**src/rtl/mem_arb_pkg.sv**
```systemverilog
// Shared types and constants for the two-lane memory port arbiter.
package mem_arb_pkg;

    typedef enum logic [1:0] {
        IDLE  = 2'd0,
        ISSUE = 2'd1,
        WAIT  = 2'd2,
        RESP  = 2'd3
    } state_t;

    localparam int LANES  = 2;
    localparam int STAT_W = 16;

    function automatic logic [STAT_W-1:0] sat_inc(input logic [STAT_W-1:0] value);
        return (&value) ? value : value + 1'b1;
    endfunction

endpackage

```
**src/rtl/mem_port_arbiter_rr_arbiter2.sv**
```systemverilog
// Two-way round-robin chooser: picks the lane opposite the last grant when both request.
module rr_arbiter2 (
    input  logic [1:0] req,
    input  logic       last,
    output logic       any,
    output logic       grant
);

    always_comb begin
        any   = |req;
        grant = 1'b0;
        if (req[0] && req[1]) begin
            grant = ~last;
        end else if (req[1]) begin
            grant = 1'b1;
        end
    end

endmodule

```
**src/rtl/mem_port_arbiter.sv**
```systemverilog
// Shares one single-port memory between two Bambu master lanes, one access in flight at a time.
// Optional MEM_ARB_STATS_EN adds saturating per-lane grant and wait counters.
module mem_port_arbiter
    import mem_arb_pkg::*;
#(
    parameter int ADDR_W = 7,
    parameter int DATA_W = 8,
    parameter int SIZE_W = 4,
    parameter int RD_LAT = 2
) (
    input  logic                      clock,
    input  logic                      reset,
    input  logic [LANES-1:0]          Mout_oe_ram,
    input  logic [LANES-1:0]          Mout_we_ram,
    input  logic [LANES*ADDR_W-1:0]   Mout_addr_ram,
    input  logic [LANES*DATA_W-1:0]   Mout_Wdata_ram,
    input  logic [LANES*SIZE_W-1:0]   Mout_data_ram_size,
    output logic [LANES*DATA_W-1:0]   M_Rdata_ram,
    output logic [LANES-1:0]          M_DataRdy,
    output logic                      mem_cs,
    output logic                      mem_we,
    output logic [ADDR_W-1:0]         mem_addr,
    output logic [DATA_W-1:0]         mem_wdata,
    output logic [SIZE_W-1:0]         mem_size,
    input  logic [DATA_W-1:0]         mem_rdata,
    output logic                      proto_err
`ifdef MEM_ARB_STATS_EN
    ,
    output logic [LANES*STAT_W-1:0]   stat_grants,
    output logic [LANES*STAT_W-1:0]   stat_wait
`endif
);

    localparam int CNT_W = (RD_LAT > 1) ? $clog2(RD_LAT) : 1;

    state_t              state_reg, state_next;
    logic [LANES-1:0]    valid;
    logic [ADDR_W-1:0]   lane_addr  [LANES];
    logic [DATA_W-1:0]   lane_wdata [LANES];
    logic [SIZE_W-1:0]   lane_size  [LANES];
    logic                grant_any, grant_lane;

    logic                g_reg, last_reg, we_reg, proto_err_reg;
    logic [ADDR_W-1:0]   addr_reg;
    logic [DATA_W-1:0]   wdata_reg, rdata_reg;
    logic [SIZE_W-1:0]   size_reg;
    logic [CNT_W-1:0]    cnt_reg;

    // A lane requests only when exactly one of oe/we is high.
    assign valid = Mout_oe_ram ^ Mout_we_ram;

    genvar gi;
    generate
        for (gi = 0; gi < LANES; gi++) begin : g_unpack
            assign lane_addr[gi]  = Mout_addr_ram[gi*ADDR_W +: ADDR_W];
            assign lane_wdata[gi] = Mout_Wdata_ram[gi*DATA_W +: DATA_W];
            assign lane_size[gi]  = Mout_data_ram_size[gi*SIZE_W +: SIZE_W];
        end
    endgenerate

    rr_arbiter2 u_rr (
        .req   (valid),
        .last  (last_reg),
        .any   (grant_any),
        .grant (grant_lane)
    );

    always_ff @(posedge clock or negedge reset) begin
        if (!reset) begin
            state_reg     <= IDLE;
            g_reg         <= 1'b0;
            last_reg      <= 1'b1;
            we_reg        <= 1'b0;
            proto_err_reg <= 1'b0;
            addr_reg      <= '0;
            wdata_reg     <= '0;
            size_reg      <= '0;
            rdata_reg     <= '0;
            cnt_reg       <= '0;
        end else begin
            state_reg <= state_next;
            if (|(Mout_oe_ram & Mout_we_ram)) begin
                proto_err_reg <= 1'b1;
            end
            case (state_reg)
                IDLE: begin
                    if (grant_any) begin
                        g_reg     <= grant_lane;
                        we_reg    <= Mout_we_ram[grant_lane];
                        addr_reg  <= lane_addr[grant_lane];
                        wdata_reg <= lane_wdata[grant_lane];
                        size_reg  <= lane_size[grant_lane];
                    end
                end
                ISSUE: cnt_reg <= CNT_W'(RD_LAT - 1);
                WAIT: begin
                    if (cnt_reg != '0) begin
                        cnt_reg <= cnt_reg - 1'b1;
                    end else begin
                        rdata_reg <= mem_rdata;
                    end
                end
                RESP: last_reg <= g_reg;
                default: ;
            endcase
        end
    end

    always_comb begin
        state_next = state_reg;
        case (state_reg)
            IDLE:    if (grant_any) state_next = ISSUE;
            ISSUE:   state_next = we_reg ? RESP : WAIT;
            WAIT:    if (cnt_reg == '0) state_next = RESP;
            RESP:    state_next = IDLE;
            default: state_next = IDLE;
        endcase
    end

    // Memory-side outputs are zero except during the single ISSUE cycle.
    always_comb begin
        mem_cs    = (state_reg == ISSUE);
        mem_we    = mem_cs & we_reg;
        mem_addr  = mem_cs ? addr_reg  : '0;
        mem_wdata = mem_cs ? wdata_reg : '0;
        mem_size  = mem_cs ? size_reg  : '0;
    end

    generate
        for (gi = 0; gi < LANES; gi++) begin : g_resp
            logic lane_resp;
            assign lane_resp = (state_reg == RESP) && (g_reg == 1'(gi));
            assign M_DataRdy[gi] = lane_resp;
            assign M_Rdata_ram[gi*DATA_W +: DATA_W] = (lane_resp && !we_reg) ? rdata_reg : '0;
        end
    endgenerate

    assign proto_err = proto_err_reg;

`ifdef MEM_ARB_STATS_EN
    generate
        for (gi = 0; gi < LANES; gi++) begin : g_stats
            logic [STAT_W-1:0] grants_reg, wait_reg;
            logic              owner, granting;
            assign owner    = (state_reg != IDLE) && (g_reg == 1'(gi));
            assign granting = (state_reg == IDLE) && grant_any && (grant_lane == 1'(gi));

            always_ff @(posedge clock or negedge reset) begin
                if (!reset) begin
                    grants_reg <= '0;
                    wait_reg   <= '0;
                end else begin
                    if (M_DataRdy[gi]) begin
                        grants_reg <= sat_inc(grants_reg);
                    end
                    if (valid[gi] && !owner && !granting) begin
                        wait_reg <= sat_inc(wait_reg);
                    end
                end
            end

            assign stat_grants[gi*STAT_W +: STAT_W] = grants_reg;
            assign stat_wait[gi*STAT_W +: STAT_W]   = wait_reg;
        end
    endgenerate
`endif

endmodule
```
**config.mk**
```make
export PLATFORM = sky130hd
export DESIGN_NAME = mem_port_arbiter
export DESIGN_NICKNAME = d
export VERILOG_FILES = /design/src/rtl/mem_arb_pkg.sv /design/src/rtl/mem_port_arbiter_rr_arbiter2.sv /design/src/rtl/mem_port_arbiter.sv
export SDC_FILE = /design/constraint.sdc
export NUM_CORES = 1
export LEC_CHECK = 0
export BUFFER_PORTS_ARGS = -buffer_cell sky130_fd_sc_hd__buf_2
export CORE_MARGIN = 4
export CORE_UTILIZATION = 29
export CTS_BUF_LIST = sky130_fd_sc_hd__clkbuf_16
export CTS_CLUSTER_DIAMETER = 120
export CTS_CLUSTER_SIZE = 14
export DETAILED_ROUTE_END_ITERATION = 8
export MAX_ROUTING_LAYER = met4
export PLACE_DENSITY = 0.56
export SLEW_MARGIN = 20
export SYNTH_ARGS = -nofsm -noshare
export SYNTH_HDL_FRONTEND = slang
export SYNTH_HIERARCHICAL = 1
export SYNTH_SLANG_ARGS = --single-unit
```
**constraint.sdc**
```tcl
create_clock -name clock -period 3.53 [get_ports clock]
set_clock_uncertainty 0.2 [all_clocks]
set_input_delay 0 -clock clock [delete_from_list [all_inputs] [get_ports clock]]
set_output_delay 0 -clock clock [all_outputs]
set_load 0.03 [all_outputs]
```
==> impl_metrics.ini, run 1 <==
[run_status]
outcome = complete, no violations

[setup_path]
path_common_cell = dlygate4sd3_1
startpoint_type = input port
reg2reg_to = wdata_reg[2]$_DFFE_PN0P_
crit_slowest_cell = a21boi_4
crit_start = Mout_oe_ram[0]
r2r_start = last_reg$_DFFE_PN1N_
critPathCaptureType = register
reg2reg_depth = 4
cp_slowest_stage_delay_ps = 760
worst-path-stages = 7
cp_top_family = buffers and inverters
reg2reg_slack_ps = 1140
crit_type = in -> reg
arrival_ps = 2700
cp_num_buf_inv = 3
path_cells = dlygate4sd3_1 -> buf_2 -> ha_1 -> a21boi_4 -> mux2i_1 -> dlygate4sd3_1 -> a21oi_1
cp.required_ps = 3460
critPathCapture = wdata_reg[2]$_DFFE_PN0P_
cp_max_fo = 21

[layout]
layout_commonest_cell = buf_2
final_cell_mix = 91 x buf_2, 52 x dlygate4sd3_1, 37 x and2_1
seqCellArea_um2 = 852
nets = 379
multi_input_area_um2 = 961
fillers = 601
drive_above_1_share_pct = 35.5
antenna_cells = 0
area_delta_synth_final_pct = 57.6
utilization_pct = 47.6

[cts]
cts_buffers = 5
clockBufferDepth = 2
htreeDepth = 2
cts_tree = built
clockRootBuffer = clkbuf_16
cts_resized = 0
clock_sinks = 34
clk_pin_slew_ps = 50
clkLatencyLatePin_ps = 280

[grt]
grt_max_degree = 35
overflow = 0
antenna_found_initial = 0
grt_pass1_vias = 1820
grt_pass1_wl_um = 8780
track_usage_pct = 13.6

[pwr]
vdd_ir_drop_max_uv = 309
leakagePower_nw = 1.55
power.density_mw_per_mm2 = 766

[timing]
max_freq_mhz = 361
drv_slew = 0
fin_hold_ws_ps = 141
slew-limit-headroom_pct = 37.7
fin_crit_ps = 2770
hold_viol = 0
grt_setup_unrepaired = no
fin_crit_sh_pct = 78.5
setup_tns_ps = 0
worst_slew_pin_slew_ps = 932
finalSetupViolCount = 0

[placed_design]
numPortBuffers = 91
gp_congestion = 0.696
hpwl_um = 3240

[floorplanning]
die_w_um = 89.8
rows = 29
design.core.area_mm2 = 0.00642
die_h_um = 89.8
ios = 92
fp.dieArea_mm2 = 0.00806
initial_core_util_pct = 30.2

[routing]
drt_wl_total_um = 4940
detail_route.drc_violations = 0
avgRoutedWirePerCell_um = 12.4
drt_iter0_drc = 21
dr.pass1.iters = 2
met3WireLength_um = 397
dr_wl_met2_um = 2350
wl_met1_um = 2140
dr.max_layer_used = met4
drt.antenna.violating_nets = 0
routed_via_density = 4.26
num_vias = 1696

[yosys]
yosysUniqueCellTypes = 29
yosys_warnings = 6
yosys_register_bits = 34
syn_inst = 182
synth_area_mm2 = 0.00194
synthDominantCellAreaShare_pct = 42.6
yosysSeqAreaShare_pct = 43.9
syn_area_per_cell_um2 = 10.7
netlist_top_cells_area = dfrtp_1 43%, and2_1 12%, mux2i_1 11%
synth_top_cell_by_area = dfrtp_1
syn-num-nets = 241

[run]
drv_cap = 0

[min_path]
hold_path.class = in -> async
-- how the worst min path moves through the flow --
stage	from	to	slack [ps]	cells past startpoint
after floorplan	reset	addr_reg[0]$_DFFE_PN0P_	-500	0
after global placement	reset	addr_reg[6]$_DFFE_PN0P_	-70	1
after detailed placement	reset	addr_reg[6]$_DFFE_PN0P_	-80	1
after CTS	reset	addr_reg[6]$_DFFE_PN0P_	170	2
after global routing	reset	addr_reg[6]$_DFFE_PN0P_	220	2
final	reset	addr_reg[6]$_DFFE_PN0P_	140	2
-- repair_timing --
item	4_1_cts	5_1_grt
endpoints found under the setup margin	0	0
hold buffers	52	0
endpoints found under the hold margin	62	0
buffers inserted	0	0
-- cells by family (layout without fill, tap and decap cells) --
logic type	Yosys count	after routing	share of synthesized area (%)
buffers and inverters	19	158	7.10
adders and majority gates	7	7	4.52
AOI/OAI and AO/OA	25	25	7.10
and+or+nand+nor	66	66	19.0
muxes	31	31	18.4
DFF	34	34	43.9
-- cells in the mapped netlist --
cell type  instances
or2_1              1
a21oi_1           20
and2b_1            1
and2_1            37
a22oi_1            1
buf_4              5
dfstp_2            1
or3_1              1
o21ai_0            1
a221oi_1           1
inv_1              6
nor3_1             1
ha_1               7
dfrtp_1           33
clkbuf_1           1
a2bb2oi_1          1
nor2b_4            1
buf_8              2
mux2_2             1
nor2_2             1
buf_2              1
clkbuf_2           1
a21boi_1           1
mux2_4             9
mux2i_1           21
nor2b_2            1
buf_6              3
nand2_1            1
nor2_1            21
-- layer usage --
layer,GRT usage [%],vias up
li1,-,876
met2,22.2,57
met5,-,-
met3,4.67,7
met1,16.2,756
met4,3.45,0
-- power by group --
part / switching (mW) / internal, mW
logic: 0.701 / 0.526
registers: 0.115 / 0.586
clock network: 0.156 / 0.257
-- area by class of cell --
| type | count | area share, % |
|---|---|---|
| flip-flops and latches | 34 | 27.9 |
| well taps | 77 | 3.15 |
| multi-input cells | 129 | 31.4 |
| clock inverters | 3 | 0.532 |
| inverters | 6 | 0.737 |
| repair buffers | 144 | 32.2 |
| clock buffers | 5 | 4.09 |
-- metrics by stage --
stage | power (mW) | area [µm²] | cells | setup WS (ps)
floorplan | 1.63 | 1940 | 182 | 1750
global placement | 1.86 | 2390 | 338 | 1390
detailed placement | 1.88 | 2390 | 338 | 1360
CTS | 2.38 | 3060 | 398 | 791
global route | 2.54 | 3060 | 398 | 626
finish | 2.34 | 3060 | 398 | 760
(Power assumes the default switching activity.)
==> run 2: changes to the inputs <==
ABC_AREA = 1   (was default)
PLACE_DENSITY = 0.58   (was 0.56)
clock period = 2.3 ns   (was 3.53 ns; I/O delays follow)
==> run 2 against run 1 <==
First-iteration DRC count grew to 4.0 times the previous value. Final cell count increased by 34%. Synthesized cell count is 61% higher. Combinational power grew 53%. Via count grew 29%. Critical endpoint is now addr_reg[1]$_DFFE_PN0P_. Largest cell class unchanged.
==> impl_metrics.ini, run 2 <==
[routing]
detail_route.drc_violations = 0
wl_met1_um = 2550
met3WireLength_um = 264
drt.antenna.violating_nets = 0
drt_wl_total_um = 5790
num_vias = 2185
dr_wl_met2_um = 2900
routed_via_density = 4.10
dr.pass1.iters = 4
avgRoutedWirePerCell_um = 10.9
drt_iter0_drc = 84
dr.max_layer_used = met4

[grt]
grt_pass1_wl_um = 8870
overflow = 0
track_usage_pct = 13.3
antenna_found_initial = 0
grt_max_degree = 35
grt_pass1_vias = 2013

[min_path]
hold_path.class = in -> async

[timing]
timing.final.ws_setup_ps = 114
fin_crit_sh_pct = 95.1
fin_hold_ws_ps = 135
max_freq_mhz = 457
hold_viol = 0
setup_tns_ps = 0
worst_slew_pin_slew_ps = 745
grt_setup_unrepaired = no
drv_slew = 0
fin_crit_ps = 2190
slew-limit-headroom_pct = 50.3
finalSetupViolCount = 0

[cts]
clockRootBuffer = clkbuf_16
cts_tree = built
clockBufferDepth = 2
clkLatencyLatePin_ps = 270
clock_sinks = 34
cts_buffers = 5
clk_pin_slew_ps = 50
htreeDepth = 2

[placed_design]
dp_cells = 470
numPortBuffers = 91
pre_cts_slack_ps = 629
hpwl_um = 3780
gp_congestion = 0.723

[setup_path]
crit_slowest_cell = dlygate4sd3_1
reg2reg_depth = 8
r2r_start = last_reg$_DFFE_PN1N_
cp_slowest_stage_delay_ps = 540
cp.required_ps = 2310
path_common_cell = nand2_1
arrival_ps = 2200
reg2reg_to = addr_reg[1]$_DFFE_PN0P_
crit_type = in -> reg
critPathCaptureType = register
path_cells = dlygate4sd3_1 -> buf_2 -> ha_4 -> a21oi_4 -> buf_12 -> buf_8 -> nand2_1 -> nand2_1 -> dlygate4sd3_1 -> nand2_1 -> nand2_1
startpoint_type = input port
cp_max_fo = 10
reg2reg_slack_ps = 300

[yosys]
yosys_warnings = 6
syn-num-nets = 352
netlist_top_cells_area = dfrtp_1 41%, nand2_1 28%, inv_1 7.0%
synth_common_cells = 150 x nand2_1, 38 x inv_1, 33 x dfrtp_1
synth_most_common_cell = nand2_1
syn_area_per_cell_um2 = 6.95
synth_top_cell_by_area = dfrtp_1
synthDominantCellAreaShare_pct = 40.6
yosys_register_bits = 34
synth_area_mm2 = 0.00204
async_flop_share_pct = 100
yosysUniqueCellTypes = 22
synth_edf_count = 0
dominantRegCellSynth = dfrtp_1
syn_inst = 293
yosysSeqAreaShare_pct = 41.9

[run]
drv_cap = 0

[layout]
fillers = 691
stdcell_count = 533
drive_above_1_share_pct = 28.1
layout_commonest_cell = nand2_1
nets = 495
final_cell_mix = 150 x nand2_1, 91 x buf_2, 52 x dlygate4sd3_1
area_delta_synth_final_pct = 59.4
antenna_cells = 0

[pwr]
vdd_ir_drop_max_uv = 395
power_mw = 3.52
leakagePower_nw = 2.02
power.density_mw_per_mm2 = 1090

[floorplanning]
ios = 92
die_h_um = 91.8
rows = 30
initial_core_util_pct = 30.0
fp.dieArea_mm2 = 0.00842
design.core.area_mm2 = 0.00679
die_w_um = 91.8

[run_status]
outcome = complete, no violations
## run 2: changes by cell type in the layout (fill, tap and decap cells not counted), sizes merged, moves of 2 or more
cell	previous run	this run
buf	92	96
o21ai	1	4
inv	6	43
and2	37	0
mux2	10	0
nor2b	2	0
mux2i	21	0
a21oi	20	9
nor2	22	27
nand2	1	154
## run 2: worst max-delay path by stage
| stage | cells after the start | to | slack [ps] | start |
|---|---|---|---|---|
| after floorplan | 6 | mem_size[0] | 630 | state_reg[1]$_DFFE_PN0P_ |
| after global placement | 6 | mem_we | 690 | state_reg[1]$_DFFE_PN0P_ |
| after detailed placement | 6 | mem_we | 630 | state_reg[1]$_DFFE_PN0P_ |
| after CTS | 6 | proto_err$_DFFE_PN0P_ | 20 | Mout_oe_ram[0] |
| after global routing | 11 | wdata_reg[7]$_DFFE_PN0P_ | 40 | Mout_oe_ram[0] |
| final | 11 | addr_reg[1]$_DFFE_PN0P_ | 110 | Mout_oe_ram[0] |
## run 2: repair_timing
item / 4_1_cts / 5_1_grt
endpoints found under the hold margin: 62 / 1
setup endpoints to repair: 0 / 21
hold buffers: 52 / 1
resized for setup: 0 / 12
buffers inserted: 0 / 1
## run 2: where the power goes
group	internal, mW	leakage [nW]	switching [mW]
logic	0.663	1.54	1.22
registers	0.887	0.406	0.144
clock network	0.388	0.0738	0.220
total	1.94	2.02	1.58
## run 2: routing by layer
layer,vias to the layer above,GRT usage (%)
met5,-,-
met3,4,2.71
li1,1137,-
met4,0,4.46
met1,992,15.3
met2,52,22.9
## run 2: cell families (layout without fill, tap and decap cells)
family | Yosys count | after routing | share of synthesized area [%]
AO/OA/AOI/OAI | 14 | 14 | 5.04
flip-flops | 34 | 34 | 41.9
buffers and inverters | 54 | 198 | 13.5
AND/OR/NAND/NOR | 184 | 184 | 35.3
adder cells (fa/ha/maj) | 7 | 7 | 4.30
## run 2: final cells by class
class | instances | area, µm² | area share [%]
Multi-Input combinational cell | 205 | 933 | 28.8
Inverter | 41 | 159 | 4.90
Timing Repair inverter | 1 | 6.26 | 0.193
Timing Repair Buffer | 148 | 1040 | 32.0
Clock inverter | 3 | 11.3 | 0.347
Tap cell | 96 | 120 | 3.70
Clock buffer | 5 | 125 | 3.86
Sequential cell | 34 | 852 | 26.3
## run 2: per-stage QoR
stage	cell area [µm²]	util [%]
detailed placement	2520	37.1
finish	3240	47.8
CTS	3170	46.7
global route	3240	47.8
floorplan	2040	-
global placement	2520	37.1
## run 2: worst max-delay path, delay by kind of cell
| family | cells | cell delay (ps) |
|---|---|---|
| AO/OA/AOI/OAI | 1 | 220 |
| adder cells (fa/ha/maj) | 1 | 250 |
| buffers and inverters | 5 | 1490 |
| AND/OR/NAND/NOR | 4 | 240 |
==> run 3: changes to the inputs <==
CORE_ASPECT_RATIO = 1.25   (was default)
CORE_MARGIN = 1.5   (was 4)
CORE_UTILIZATION = 42   (was 29)
PLACE_DENSITY = 0.78   (was 0.58)
==> run 3 against run 2 <==
Power fell by 1.5%. Register-to-register slack got worse by 120 ps. Combinational power fell by 3%. Via count rose by 1.9%. Sequential share of layout area rose by 1.0 points. Count of clock-buffer cells in the layout did not move. Worst setup slack improved by 70 ps. Final cell count fell by 7.5%. Maximum frequency rose by 3.3%. Die area fell by 37%. Critical path depth fell by 4. Critical endpoint is now wdata_reg[0]$_DFFE_PN0P_. Largest cell class unchanged.
==> impl_metrics.ini, run 3 (same netlist as run 2, synthesis figures left out) <==
[pwr]
p_int_mw = 1.90
p_sw_share_pct = 45.2
seqPwrFrac_pct = 29.7
p_switching_mw = 1.57
power.density_mw_per_mm2 = 1110
power_frac_clock_pct = 17.7
leakagePower_nw = 1.99
vdd_ir_drop_max_uv = 624
pwr-share-comb_pct = 52.6
power_mw = 3.47

[setup_path]
cp_top_family = buffers and inverters
crit_type = reg -> reg
startpoint_type = register
crit_slowest_cell = dlygate4sd3_1
arrival_ps = 2080
critPathCaptureType = register
cp_max_fo = 21
path_common_cell = nand2_1
path_cells = a21oi_2 -> inv_2 -> nand2_1 -> nand2_1 -> dlygate4sd3_1 -> nand2_1 -> nand2_1
cp_slowest_stage_delay_ps = 570
cp.required_ps = 2260
cp_num_buf_inv = 2

[layout]
drive_above_1_share_pct = 27.7
final_cell_area_mm2 = 0.00312
fillers = 383
antenna_cells = 0
final_cell_mix = 150 x nand2_1, 91 x buf_2, 51 x dlygate4sd3_1
stdcell_count = 493
area_delta_synth_final_pct = 53.3
utilization_pct = 66.5
nets = 491
layout_commonest_cell = nand2_1

[cts]
clkLatencyLatePin_ps = 270
cts_resized = 0
cts_hold_buf = 51
cts_tree = built
clock_sinks = 34
clockBufferDepth = 2
htreeDepth = 2
clockRootBuffer = clkbuf_16
cts_buffers = 5
clk_pin_slew_ps = 50
postCtsSetupRepairBufs = 0

[floorplanning]
fp.dieArea_mm2 = 0.00528
die_h_um = 80.8
initial_core_util_pct = 43.4
die_w_um = 65.3
ios = 92
rows = 28
design.core.area_mm2 = 0.00469

[timing]
setup_tns_ps = 0
slew-limit-headroom_pct = 50.9
fin_crit_ps = 2120
worst_slew_pin_slew_ps = 737
finalSetupViolCount = 0
fin_hold_ws_ps = 131
hold_viol = 0
grt_setup_unrepaired = no
fin_crit_sh_pct = 92.0
timing.final.ws_setup_ps = 183
max_freq_mhz = 472
drv_slew = 0

[grt]
track_usage_pct = 22.9
overflow = 0
grtUsageMet2_pct = 42.9
antenna_found_initial = 0
grtUsageMet3_pct = 3.60
busiest_layer = met2
grt_max_degree = 35
grt_pass1_vias = 2074
grt_use_met1_pct = 23.2
grt_pass1_wl_um = 8910

[run_status]
outcome = complete, no violations

[min_path]
hold_path.class = in -> async

[placed_design]
hpwl_um = 3300
dp_cells = 434
detailed_place.area_mm2 = 0.00247
gp_congestion = 0.776
pre_cts_slack_ps = 677
numPortBuffers = 91

[routing]
drt_wl_total_um = 5620
num_vias = 2226
avgRoutedWirePerCell_um = 11.4
drt.antenna.violating_nets = 0
drt_iter0_drc = 105
routed_via_density = 4.52
dr.pass1.iters = 4
detail_route.drc_violations = 0

[run]
drv_cap = 0
==> run 3: area by class of cell <==
cell class / instances / area (µm²) / share of cell area, %
Clock buffer: 5 / 125 / 4.01
Clock inverter: 3 / 12.5 / 0.401
Inverter: 41 / 154 / 4.93
Multi-Input combinational cell: 205 / 913 / 29.3
Sequential cell: 34 / 852 / 27.3
Tap cell: 60 / 75.1 / 2.41
Timing Repair Buffer: 145 / 988 / 31.7
==> run 3: power groups by stage <==
| stage | logic (mW) | registers (mW) | clock network [mW] |
|---|---|---|---|
| finish | 1.82 | 1.03 | 0.614 |
| global route | 2.04 | 1.07 | 0.656 |
| CTS | 1.82 | 1.03 | 0.631 |
| detailed placement | 1.68 | 1.03 | 0 |
| global placement | 1.64 | 1.03 | 0 |
| floorplan | 1.38 | 1.00 | 0 |
==> run 3: worst paths after layout <==
check | slack (ps) | startpoint | cells after the start | to
min | 130 | reset | 2 | proto_err$_DFFE_PN0P_
min reg2reg | 270 | size_reg[2]$_DFFE_PN0P_ | 2 | size_reg[2]$_DFFE_PN0P_
max in group asynchronous | 1300 | reset | 2 | size_reg[0]$_DFFE_PN0P_
max | 180 | last_reg$_DFFE_PN1N_ | 7 | wdata_reg[0]$_DFFE_PN0P_
min in group clock | 190 | Mout_we_ram[0] | 7 | we_reg$_DFFE_PN0P_
max reg2reg | 180 | last_reg$_DFFE_PN1N_ | 7 | wdata_reg[0]$_DFFE_PN0P_
==> run 3: per-layer routing <==
layer / share of wire [%] / wire length, µm
met3: 4.6 / 260
met2: 55 / 3060
met1: 39 / 2170
met5: 0 / 0
met4: 2.2 / 123
